`config.mk`:
```
export PLATFORM = sky130hd
export DESIGN_NAME = video_compositor
export DESIGN_NICKNAME = d
export VERILOG_FILES = /design/src/rtl/video_compositor_pkg.sv /design/src/rtl/video_compositor_raster_timing.sv /design/src/rtl/video_compositor.sv
export SDC_FILE = /design/constraint.sdc
export NUM_CORES = 1
export LEC_CHECK = 0
export ABC_AREA = 1
export BUFFER_PORTS_ARGS = -buffer_cell sky130_fd_sc_hd__buf_2
export CORE_UTILIZATION = 28
export DETAILED_ROUTE_END_ITERATION = 16
export SYNTH_ARGS = -nofsm -noshare
export SYNTH_HDL_FRONTEND = slang
export SYNTH_SLANG_ARGS = --single-unit
```
`constraint.sdc`:
```
create_clock -name gpu_clk -period 2.84 [get_ports gpu_clk]
set_clock_uncertainty 0.15 [all_clocks]
set_input_delay 0.568 -clock gpu_clk [delete_from_list [all_inputs] [get_ports gpu_clk]]
set_output_delay 0.568 -clock gpu_clk [all_outputs]
set_load 0.05 [all_outputs]
```
`src/rtl/video_compositor_pkg.sv`:
```
// video_compositor_pkg: shared coordinate/counter types, default 640x480
// raster timing constants and the power-of-two scale helper.
package video_compositor_pkg;

  typedef logic [8:0] coord_t;
  typedef logic [9:0] raster_count_t;

  localparam int DEF_H_VISIBLE = 640;
  localparam int DEF_H_FRONT   = 16;
  localparam int DEF_H_SYNC    = 96;
  localparam int DEF_H_BACK    = 48;
  localparam int DEF_V_VISIBLE = 480;
  localparam int DEF_V_FRONT   = 10;
  localparam int DEF_V_SYNC    = 2;
  localparam int DEF_V_BACK    = 33;

  // Pixel and line repeat factors are powers of two, so scaling is a shift.
  function automatic int scale_shift(input int scale);
    return $clog2(scale);
  endfunction

endpackage

```
`src/rtl/video_compositor_raster_timing.sv`:
```
// raster_timing: free-running raster counters, raw active-low syncs, the
// drawing flag, logical current/next coordinates and the registered vblank flag.
module raster_timing
  import video_compositor_pkg::*;
#(
  parameter int H_VISIBLE = DEF_H_VISIBLE,
  parameter int H_FRONT   = DEF_H_FRONT,
  parameter int H_SYNC    = DEF_H_SYNC,
  parameter int H_BACK    = DEF_H_BACK,
  parameter int V_VISIBLE = DEF_V_VISIBLE,
  parameter int V_FRONT   = DEF_V_FRONT,
  parameter int V_SYNC    = DEF_V_SYNC,
  parameter int V_BACK    = DEF_V_BACK,
  parameter int X_OFFSET  = 32,
  parameter int X_SCALE   = 1,
  parameter int Y_SCALE   = 2,
  parameter int ACTIVE_W  = 256,
  parameter int ACTIVE_H  = 240
) (
  input  logic          gpu_clk,
  input  logic          rst,
  output raster_count_t hcounter,
  output raster_count_t vcounter,
  output logic          hsync_raw,
  output logic          vsync_raw,
  output logic          drawing,
  output coord_t        current_x,
  output coord_t        current_y,
  output coord_t        next_x,
  output coord_t        next_y,
  output logic          in_vblank,
  output logic          in_vblank_next
);

  localparam int H_TOTAL = H_VISIBLE + H_FRONT + H_SYNC + H_BACK;
  localparam int V_TOTAL = V_VISIBLE + V_FRONT + V_SYNC + V_BACK;
  localparam int X_SHIFT = scale_shift(X_SCALE);
  localparam int Y_SHIFT = scale_shift(Y_SCALE);

  localparam raster_count_t H_LAST   = raster_count_t'(H_TOTAL - 1);
  localparam raster_count_t V_LAST   = raster_count_t'(V_TOTAL - 1);
  localparam raster_count_t HS_START = raster_count_t'(H_VISIBLE + H_FRONT);
  localparam raster_count_t HS_END   = raster_count_t'(H_VISIBLE + H_FRONT + H_SYNC);
  localparam raster_count_t VS_START = raster_count_t'(V_VISIBLE + V_FRONT);
  localparam raster_count_t VS_END   = raster_count_t'(V_VISIBLE + V_FRONT + V_SYNC);
  localparam raster_count_t H_VIS    = raster_count_t'(H_VISIBLE);
  localparam raster_count_t V_VIS    = raster_count_t'(V_VISIBLE);
  localparam raster_count_t X_OFF    = raster_count_t'(X_OFFSET);
  localparam raster_count_t ACT_W    = raster_count_t'(ACTIVE_W);
  localparam raster_count_t ACT_H    = raster_count_t'(ACTIVE_H);
  localparam raster_count_t VB_START = raster_count_t'(ACTIVE_H * Y_SCALE);
  localparam coord_t        Y_WRAP   = coord_t'((V_TOTAL - 1) >> Y_SHIFT);

  raster_count_t x_rel;

  // Advance the pixel counter every clock; the line counter steps on each line wrap.
  always_ff @(posedge gpu_clk or posedge rst) begin
    if (rst) begin
      hcounter <= '0;
      vcounter <= '0;
    end else if (hcounter == H_LAST) begin
      hcounter <= '0;
      vcounter <= (vcounter == V_LAST) ? '0 : vcounter + 10'd1;
    end else begin
      hcounter <= hcounter + 10'd1;
    end
  end

  // Derive syncs, logical coordinates and the drawing window from the counters.
  always_comb begin
    x_rel          = hcounter - X_OFF;
    current_x      = coord_t'(x_rel >> X_SHIFT);
    current_y      = coord_t'(vcounter >> Y_SHIFT);
    next_x         = (current_x == 9'd511) ? 9'd0 : current_x + 9'd1;
    next_y         = (current_y == Y_WRAP) ? 9'd0 : current_y + 9'd1;
    hsync_raw      = !((hcounter >= HS_START) && (hcounter < HS_END));
    vsync_raw      = !((vcounter >= VS_START) && (vcounter < VS_END));
    drawing        = (hcounter < H_VIS) && (vcounter < V_VIS) && (hcounter >= X_OFF) &&
                     ({1'b0, current_x} < ACT_W) && ({1'b0, current_y} < ACT_H);
    in_vblank_next = (vcounter >= VB_START);
  end

  // Vblank starts once the last drawn logical line has been scanned out.
  always_ff @(posedge gpu_clk or posedge rst) begin
    if (rst) in_vblank <= 1'b0;
    else     in_vblank <= in_vblank_next;
  end

endmodule

```
`src/rtl/video_compositor.sv`:
```
// video_compositor: raster timing plus priority compositing of NUM_LAYERS
// layer colours into registered RGB with syncs delayed to match.
// Optional per-line interrupt enabled by defining VIDEO_COMPOSITOR_LINE_IRQ_EN.
module video_compositor
  import video_compositor_pkg::*;
#(
  parameter int H_VISIBLE  = DEF_H_VISIBLE,
  parameter int H_FRONT    = DEF_H_FRONT,
  parameter int H_SYNC     = DEF_H_SYNC,
  parameter int H_BACK     = DEF_H_BACK,
  parameter int V_VISIBLE  = DEF_V_VISIBLE,
  parameter int V_FRONT    = DEF_V_FRONT,
  parameter int V_SYNC     = DEF_V_SYNC,
  parameter int V_BACK     = DEF_V_BACK,
  parameter int X_OFFSET   = 32,
  parameter int X_SCALE    = 1,
  parameter int Y_SCALE    = 2,
  parameter int ACTIVE_W   = 256,
  parameter int ACTIVE_H   = 240,
  parameter int NUM_LAYERS = 3,
  parameter int CHAN_BITS  = 2
) (
  input  logic                              gpu_clk,
  input  logic                              rst,
  input  logic [NUM_LAYERS*3*CHAN_BITS-1:0] layer_rgb_i,
  input  logic [NUM_LAYERS-1:0]             layer_valid_i,
  input  logic                              clr_vblank_irq_i,
  output logic [CHAN_BITS-1:0]              r_o,
  output logic [CHAN_BITS-1:0]              g_o,
  output logic [CHAN_BITS-1:0]              b_o,
  output logic                              hsync_o,
  output logic                              vsync_o,
  output logic [9:0]                        hcounter_o,
  output logic [9:0]                        vcounter_o,
  output logic [8:0]                        current_x_o,
  output logic [8:0]                        current_y_o,
  output logic [8:0]                        next_x_o,
  output logic [8:0]                        next_y_o,
  output logic                              in_vblank_o,
  output logic                              vblank_irq_o,
  output logic                              controller_start_fetch_o
`ifdef VIDEO_COMPOSITOR_LINE_IRQ_EN
  ,
  input  logic [8:0]                        line_cmp_i,
  input  logic                              clr_line_irq_i,
  output logic                              line_irq_o
`endif
);

  localparam int PIX_W = 3 * CHAN_BITS;

  raster_count_t        hcounter, vcounter;
  coord_t               current_x, current_y, next_x, next_y;
  logic                 hsync_raw, vsync_raw, drawing;
  logic                 in_vblank, in_vblank_next, vblank_set;
  logic [PIX_W-1:0]     pix, rgb_q;

  raster_timing #(
    .H_VISIBLE (H_VISIBLE), .H_FRONT (H_FRONT), .H_SYNC (H_SYNC), .H_BACK (H_BACK),
    .V_VISIBLE (V_VISIBLE), .V_FRONT (V_FRONT), .V_SYNC (V_SYNC), .V_BACK (V_BACK),
    .X_OFFSET  (X_OFFSET),  .X_SCALE (X_SCALE), .Y_SCALE (Y_SCALE),
    .ACTIVE_W  (ACTIVE_W),  .ACTIVE_H (ACTIVE_H)
  ) u_raster_timing (
    .gpu_clk        (gpu_clk),
    .rst            (rst),
    .hcounter       (hcounter),
    .vcounter       (vcounter),
    .hsync_raw      (hsync_raw),
    .vsync_raw      (vsync_raw),
    .drawing        (drawing),
    .current_x      (current_x),
    .current_y      (current_y),
    .next_x         (next_x),
    .next_y         (next_y),
    .in_vblank      (in_vblank),
    .in_vblank_next (in_vblank_next)
  );

  // Pick the lowest-index opaque layer; the background layer is always opaque.
  always_comb begin
    pix = '0;
    for (int k = NUM_LAYERS - 1; k >= 0; k--) begin
      if (layer_valid_i[k] || (k == NUM_LAYERS - 1)) pix = layer_rgb_i[k*PIX_W +: PIX_W];
    end
  end

  // Register colour and syncs together so they stay aligned at the pins.
  always_ff @(posedge gpu_clk or posedge rst) begin
    if (rst) begin
      rgb_q   <= '0;
      hsync_o <= 1'b1;
      vsync_o <= 1'b1;
    end else begin
      rgb_q   <= drawing ? pix : '0;
      hsync_o <= hsync_raw;
      vsync_o <= vsync_raw;
    end
  end

  assign vblank_set = (in_vblank_next != in_vblank);

  // Flag both vblank edges; a new edge beats a coincident clear so none is lost.
  always_ff @(posedge gpu_clk or posedge rst) begin
    if (rst)                   vblank_irq_o <= 1'b1;
    else if (vblank_set)       vblank_irq_o <= 1'b1;
    else if (clr_vblank_irq_i) vblank_irq_o <= 1'b0;
  end

`ifdef VIDEO_COMPOSITOR_LINE_IRQ_EN
  localparam raster_count_t Y_PHASE_MASK = raster_count_t'(Y_SCALE - 1);

  logic line_set;

  assign line_set = (hcounter == '0) && ((vcounter & Y_PHASE_MASK) == '0) &&
                    (current_y == line_cmp_i);

  // Fire once at the start of the first repeat of the matching logical line.
  always_ff @(posedge gpu_clk or posedge rst) begin
    if (rst)                 line_irq_o <= 1'b0;
    else if (line_set)       line_irq_o <= 1'b1;
    else if (clr_line_irq_i) line_irq_o <= 1'b0;
  end
`endif

  assign r_o                      = rgb_q[2*CHAN_BITS +: CHAN_BITS];
  assign g_o                      = rgb_q[CHAN_BITS +: CHAN_BITS];
  assign b_o                      = rgb_q[0 +: CHAN_BITS];
  assign hcounter_o               = hcounter;
  assign vcounter_o               = vcounter;
  assign current_x_o              = current_x;
  assign current_y_o              = current_y;
  assign next_x_o                 = next_x;
  assign next_y_o                 = next_y;
  assign in_vblank_o              = in_vblank;
  assign controller_start_fetch_o = (hcounter < 10'd32) && (vcounter == '0);

endmodule
```
## After elaboration in Yosys (flattened, before gate mapping)

Cells that the tools add are included.
W data, S select, Z words.

| operators by class | value |
|---|---|
| $add $sub $neg | 5 |
| $mul | 0 |
| div/mod/pow operators | 0 |
| order comparisons | 11 |
| eq/ne operators | 5 |
| shift-type cells | 0 |
| multiplexer cells | 9 |
| bitwise logic cells | 0 |
| reduce and logical (&&, ||, !) cells | 11 |

Operators by type and width:

| cell | number |
|---|---|
| $add A10 B1 Y10 const B | 2 |
| $eq A10 B10 Y1 const B | 2 |
| $ge A10 B9 Y1 const B | 2 |
| $lt A10 B10 Y1 const B | 2 |
| $lt A10 B9 Y1 const B | 2 |
| $mux W10 | 2 |
| $add A9 B1 Y9 const B | 2 |
| $eq A9 B9 Y1 const B | 2 |
| $mux W6 | 3 |
| $mux W9 | 2 |
| $ge A10 B10 Y1 const B | 1 |
| $ge A10 B6 Y1 const B | 1 |
| $logic_not A10 Y1 | 1 |
| $lt A10 B6 Y1 const B | 1 |
| $lt A9 B8 Y1 const B | 1 |
| $lt A9 B9 Y1 const B | 1 |
| $sub A9 B6 Y9 const B | 1 |
| $logic_and A1 B1 Y1 | 7 |
| $logic_not A1 Y1 | 2 |
| $mux W1 | 2 |
| $reduce_bool A2 Y1 | 1 |
| $ne A1 B1 Y1 | 1 |

| storage, ports and cells | value |
|---|---|
| register bits | 30 |
| bits in latches | 0 |
| bits in writable memories | 0 |
| memory bits (read-only) | 0 |
| bits of input ports | 24 |
| output and inout port bits | 67 |
| word-level logic and storage cells | 48 |
| memories kept | 0 |

## Longest topological paths before layout

| depth | value |
|---|---|
| depth after elaboration | 6 |
| mapped depth | 9 |
| depth with buffers taken out | 9 |

## Hierarchy

Synthesis repeated with hierarchy kept, for this count alone.

| unflattened totals | value |
|---|---|
| cell total of the unflattened synthesis | 296 |
| area total of the unflattened synthesis | 2205.9 um2 |

By module, submodules not included:

| module | times used | cells each | area each (um2) | sequential area each (um2) |
|---|---|---|---|---|
| raster_timing | 1 | 229 | 1730.4 | 525.5 |
| video_compositor | 1 | 67 | 475.5 | 229.0 |

## Least setup slack after synthesis

OpenSTA, ideal clock, no wires.

| timing path | value |
|---|---|
| kind | register -> output |
| from | register u_raster_timing.hcounter[5] |
| to | output port next_x_o[2] |
| arrival | 3.096 ns |
| required time | 2.122 ns |
| slack | -0.974 ns |
| stages on the path, launching flop included | 8 |
| buffers on the path | 1 |
| path through | dfrtp_1 > inv_2 > ha_1 > xnor2_1 > nor3_1 > ha_1 > clkbuf_1 > nor3_1 |

| on the way | value |
|---|---|
| cells in the longest elaborated chain, start to end | 3 |

Ends and longest elaborated chain:

| element | line | source |
|---|---|---|
| from (decl) | video_compositor_raster_timing.sv:22 | `output raster_count_t hcounter,` |
| from (signal assigned) | video_compositor_raster_timing.sv:65 | `hcounter <= hcounter + 10'd1;` |
| $sub A9 B6 Y9 | video_compositor_raster_timing.sv:71 | `x_rel = hcounter - X_OFF;` |
| net current_x_o[5] | video_compositor.sv:35 | `output logic [8:0] current_x_o,` |
| $eq A9 B9 Y1 | video_compositor_raster_timing.sv:74 | `next_x = (current_x == 9'd511) ? 9'd0 : current_x + 9'd1;` |
| $mux W9 | video_compositor_raster_timing.sv:74 |  |
| to (decl) | video_compositor.sv:37 | `output logic [8:0] next_x_o,` |

The timed path passes the listed nets, and every way through them passes these cells.

## Worst setup path in the final report

| timing path | value |
|---|---|
| from | register u_raster_timing.hcounter[6] |
| to | output port next_x_o[6] |

| on the way | value |
|---|---|
| cells in the longest elaborated chain, start to end | 3 |
| elaborated cells on any way between the ends | 4 |
| those cells by class | add/sub (2); eq/ne (1); mux (1) |

Ends and longest elaborated chain:

| element | line |
|---|---|
| $sub A9 B6 Y9 * | video_compositor_raster_timing.sv:71 |
| $add A9 B1 Y9 or $eq A9 B9 Y1 (tied branches) | video_compositor_raster_timing.sv:74 |
| $mux W9 * | video_compositor_raster_timing.sv:74 |

Mark *: on every way between the ends. The rest lies on a longest branch, timed or not.

==> report_table.html <==
<table>
<tr><th>Metric</th><th>Value</th></tr>
<tr><th colspan="2">STA</th></tr>
<tr><td>Timing-limited maximum frequency</td><td>0.364 GHz</td></tr>
<tr><td>Unrepaired setup endpoints after global routing</td><td>false</td></tr>
<tr><td>Total negative slack for setup checks</td><td>0 ps</td></tr>
<tr><td>Smallest hold slack</td><td>220 ps</td></tr>
<tr><td>Final critical-path required period</td><td>2750 ps</td></tr>
<tr><td>Max-slew headroom</td><td>72.2%</td></tr>
<tr><td>Actual slew at the worst max-slew pin</td><td>416 ps</td></tr>
<tr><td>Setup violations, final</td><td>0</td></tr>
<tr><td>Period Utilization, post-route</td><td>96.8%</td></tr>
<tr><td>Number of hold-slack violations in the final timing report</td><td>0</td></tr>
<tr><td>Number of slew-limit violations in the final report</td><td>0</td></tr>
<tr><td>Worst setup margin</td><td>91.6 ps</td></tr>
<tr><th colspan="2">Outcome</th></tr>
<tr><td>Result of the run</td><td>finished, final reports clean</td></tr>
<tr><th colspan="2">Critical path</th></tr>
<tr><td>Reg-to-Reg Start</td><td>u_raster_timing.hcounter[1]$_DFF_PP0_</td></tr>
<tr><td>Nature of the critical path endpoint</td><td>output pin</td></tr>
<tr><td>Internal reg-to-reg setup slack</td><td>1090 ps</td></tr>
<tr><td>Critical path start-end classification</td><td>reg2out</td></tr>
<tr><td>Number of cells on the worst reg-to-reg path</td><td>8</td></tr>
<tr><td>Critical path startpoint category</td><td>flip-flop</td></tr>
<tr><td>Arrival time of data at the critical path endpoint</td><td>2030 ps</td></tr>
<tr><td>R2r endpoint</td><td>u_raster_timing.vcounter[5]$_DFFE_PP0N_</td></tr>
<tr><td>Maximum fanout along the worst path</td><td>7</td></tr>
<tr><td>Worst EP required</td><td>2120 ps</td></tr>
<tr><th colspan="2">Placement</th></tr>
<tr><td>Cell area after placement</td><td>0.00271 sq mm</td></tr>
<tr><td>Placer congestion estimate</td><td>0.812</td></tr>
<tr><td>Setup WS pre-CTS</td><td>235 ps</td></tr>
<tr><td>Final HPWL from detailed placement</td><td>4090 microns</td></tr>
<tr><td>Placed insts</td><td>451</td></tr>
<tr><td>Port Buffers</td><td>89</td></tr>
<tr><th colspan="2">Floorplan</th></tr>
<tr><td>Number of cell rows</td><td>31</td></tr>
<tr><td>Die Span Y</td><td>90.5 microns</td></tr>
<tr><td>Starting density of the core</td><td>29.6%</td></tr>
<tr><td>Die width</td><td>90.5 microns</td></tr>
<tr><td>Core area</td><td>0.00741 sq mm</td></tr>
<tr><td>Count of pins on the block boundary</td><td>91</td></tr>
<tr><td>Overall die area</td><td>0.00818 sq mm</td></tr>
<tr><th colspan="2">Detailed routing</th></tr>
<tr><td>Average wire length per cell after detail routing</td><td>11.6 microns</td></tr>
<tr><td>Initial DRC Count</td><td>61</td></tr>
<tr><td>Number of iterations in the first detailed-routing pass</td><td>4</td></tr>
<tr><td>Post-detailed-route count of antenna-violating nets</td><td>0</td></tr>
<tr><td>Detailed-route DRC error count</td><td>0</td></tr>
<tr><td>Final wirelength</td><td>5370 microns</td></tr>
<tr><td>Vias</td><td>1995</td></tr>
<tr><td>Vias per Instance</td><td>4.30</td></tr>
<tr><th colspan="2">Cells and area</th></tr>
<tr><td>Count of placed standard cells in the final layout, fillers left out</td><td>464</td></tr>
<tr><td>Net count reported at finish</td><td>399</td></tr>
<tr><td>Non-Filler Cell Area, Final</td><td>0.00287 sq mm</td></tr>
<tr><td>Share of the core filled with cells in the final layout</td><td>38.8%</td></tr>
<tr><td>Fraction of layout instances using a drive strength above 1</td><td>42.5%</td></tr>
<tr><td>Layout-stage area growth over the synthesis result</td><td>31.1%</td></tr>
<tr><td>ANT cells</td><td>0</td></tr>
<tr><th colspan="2">Clock network</th></tr>
<tr><td>Clock tree from TritonCTS</td><td>built</td></tr>
<tr><td>Clock latency reported for the late side of the worst-skew pair</td><td>280 ps</td></tr>
<tr><td>Clock transition time at the flip-flop clock pins of the worst setup and hold paths</td><td>70 ps</td></tr>
<tr><td>Number of H-tree levels</td><td>2</td></tr>
<tr><td>Total number of clock tree sinks</td><td>30</td></tr>
<tr><td># hold bufs at CTS</td><td>0</td></tr>
<tr><td>CTS max path bufs</td><td>2</td></tr>
<tr><td>CTS Buf Count</td><td>5</td></tr>
<tr><td>Clock root buffer</td><td>sky130_fd_sc_hd__clkbuf_8</td></tr>
<tr><th colspan="2">Global routing</th></tr>
<tr><td>Total grt overflow</td><td>0</td></tr>
<tr><td>Overall routing resource usage</td><td>13.6%</td></tr>
<tr><td>Vias in the first global route</td><td>1848</td></tr>
<tr><td>Pin count of the biggest net entering global routing</td><td>31</td></tr>
<tr><td>Number of antenna violations at the first check in global routing</td><td>0</td></tr>
<tr><td>Wire length of the first global-routing pass</td><td>9030 microns</td></tr>
<tr><th colspan="2">Power</th></tr>
<tr><td>Final total power</td><td>0.871 mW</td></tr>
<tr><td>Power density over the cells</td><td>303 mW/mm^2</td></tr>
<tr><td>Static leakage</td><td>1.58 nW</td></tr>
<tr><td>Maximum ir drop on the vdd rail</td><td>149 uV</td></tr>
<tr><th colspan="2">Yosys</th></tr>
<tr><td>Top flip-flop cell by instance count after synthesis</td><td>sky130_fd_sc_hd__dfrtp_1</td></tr>
<tr><td>Synth Instances</td><td>281</td></tr>
<tr><td>Mean post-synth cell area</td><td>7.80 sq um</td></tr>
<tr><td>Net count of the mapped netlist</td><td>316</td></tr>
<tr><td>YS warnings</td><td>0</td></tr>
<tr><td>Post-synthesis cell area</td><td>0.00219 sq mm</td></tr>
<tr><td>Number of synthesized register bits</td><td>30</td></tr>
<tr><td>Proportion of synthesized flip-flops having asynchronous set or reset</td><td>100%</td></tr>
<tr><td>Sequential fraction of the synthesis area</td><td>34.4%</td></tr>
<tr><td>Post-synth EDFFs</td><td>0</td></tr>
<tr><td>Count of unique library cells instantiated by Yosys</td><td>39</td></tr>
<tr><th colspan="2">Flow run</th></tr>
<tr><td>Number of max-cap violations</td><td>0</td></tr>
<tr><th colspan="2">Worst hold path</th></tr>
<tr><td>Hold WC Path Type</td><td>in2async</td></tr>
</table>
==> metal layers <==
layer  wire length (microns)  GRT usage, %
met1                    2460          17.7
met2                    2540          22.4
met3                     338          3.70
met4                      27          2.82
met5                       0             0
==> power breakdown <==
| group | leakage (nW) | internal, mW | switching [mW] |
|---|---|---|---|
| clock | 0.0482 | 0.195 | 0.160 |
| sequential | 0.373 | 0.435 | 0.00175 |
| combinational | 1.16 | 0.0257 | 0.0535 |
==> synthesized netlist by cell type, types with 2 or more instances <==
master / instances / area (sq um)
sky130_fd_sc_hd__o21ai_0: 13 / 65.1
sky130_fd_sc_hd__a21oi_1: 4 / 20.0
sky130_fd_sc_hd__nor2_2: 4 / 25.0
sky130_fd_sc_hd__nand2_4: 2 / 22.5
sky130_fd_sc_hd__nand2_2: 6 / 37.5
sky130_fd_sc_hd__nor2_1: 41 / 154
sky130_fd_sc_hd__mux2i_1: 6 / 60.1
sky130_fd_sc_hd__o21ai_1: 2 / 10.0
sky130_fd_sc_hd__nor3_1: 4 / 20.0
sky130_fd_sc_hd__xnor2_1: 3 / 26.3
sky130_fd_sc_hd__dfrtp_1: 27 / 676
sky130_fd_sc_hd__clkbuf_1: 2 / 7.51
sky130_fd_sc_hd__buf_4: 17 / 128
sky130_fd_sc_hd__nor2_8: 2 / 40.0
sky130_fd_sc_hd__xor2_1: 13 / 114
sky130_fd_sc_hd__nor2_4: 2 / 22.5
sky130_fd_sc_hd__inv_2: 5 / 18.8
sky130_fd_sc_hd__nand2_1: 38 / 143
sky130_fd_sc_hd__ha_1: 11 / 138
sky130_fd_sc_hd__nand3_1: 16 / 80.1
sky130_fd_sc_hd__nand4_1: 4 / 25.0
sky130_fd_sc_hd__dfstp_2: 3 / 78.8
sky130_fd_sc_hd__inv_1: 40 / 150
==> cell usage in the layout, fill, tap and decap left out, types with 3 or more instances in the layout <==
cell type and n:
sky130_fd_sc_hd__nand3_1 16, sky130_fd_sc_hd__nor2_1 34, sky130_fd_sc_hd__dfstp_2 3, sky130_fd_sc_hd__inv_1 40, sky130_fd_sc_hd__nor2_2 11, sky130_fd_sc_hd__nand4_1 4, sky130_fd_sc_hd__inv_2 4, sky130_fd_sc_hd__a21oi_1 3
sky130_fd_sc_hd__dfrtp_1 20, sky130_fd_sc_hd__xor2_1 13, sky130_fd_sc_hd__dfrtp_2 6, sky130_fd_sc_hd__buf_2 86, sky130_fd_sc_hd__nand2_1 38, sky130_fd_sc_hd__mux2i_1 6, sky130_fd_sc_hd__ha_1 9, sky130_fd_sc_hd__buf_4 8
sky130_fd_sc_hd__clkbuf_8 6, sky130_fd_sc_hd__o21ai_0 13, sky130_fd_sc_hd__nand2_2 6
==> how the worst max path moves through the flow <==
stage,slack [ps],to,from
after floorplan,10,next_x_o[6],u_raster_timing.hcounter[5]$_DFF_PP0_
after global placement,260,next_x_o[2],u_raster_timing.hcounter[5]$_DFF_PP0_
after detailed placement,240,next_x_o[2],u_raster_timing.hcounter[5]$_DFF_PP0_
after CTS,6,next_x_o[2],u_raster_timing.hcounter[5]$_DFF_PP0_
after global routing,4,next_x_o[2],u_raster_timing.hcounter[6]$_DFF_PP0_
final,90,next_x_o[6],u_raster_timing.hcounter[6]$_DFF_PP0_
==> worst max-delay path, stage by stage (launching register included) <==
cell	delay, ps
sky130_fd_sc_hd__dfrtp_2	440
sky130_fd_sc_hd__inv_1	90
sky130_fd_sc_hd__ha_1	220
sky130_fd_sc_hd__xnor2_2	220
sky130_fd_sc_hd__nor3_2	70
sky130_fd_sc_hd__ha_2	200
sky130_fd_sc_hd__o21bai_1	190
sky130_fd_sc_hd__a21oi_4	110
sky130_fd_sc_hd__buf_4	200
==> area by class of cell <==
type                            instances  area [sq um]
Fill cell                             793          4540
Multi-Input combinational cell        185          1200
Sequential cell                        30           766
Timing Repair Buffer                   97           520
Inverter                               45           171
Tap cell                               99           124
Clock buffer                            7          86.3
Clock inverter                          1          5.00
==> state kept, by name (all words and copies together), names as in the netlist <==
name	count
hsync_o	1
vblank_irq_o	1
rgb_q	6
vsync_o	1
u_raster_timing.vcounter	10
u_raster_timing.hcounter	10
u_raster_timing.in_vblank	1
==> logic make-up after synthesis <==
group                      Yosys count  synth area share, %
muxes                                6                 2.74
and+or+nand+nor                    127                 29.1
DFF                                 30                 34.4
adders and majority gates           11                 6.28
xor gates and xnor gates            17                 7.14
AOI/OAI and AO/OA                   24                 6.05
buffers and inverters               66                 14.3
==> timing repair <==
item / 4_1_cts / 5_1_grt
setup endpoints to repair: 7 / 11
pin swaps: 1 / 1
gates resized for setup: 4 / 6
endpoints found under the hold margin: 0 / 0
setup buffers: 1 / 4
Note: power is estimated with default switching activity, not from simulation.
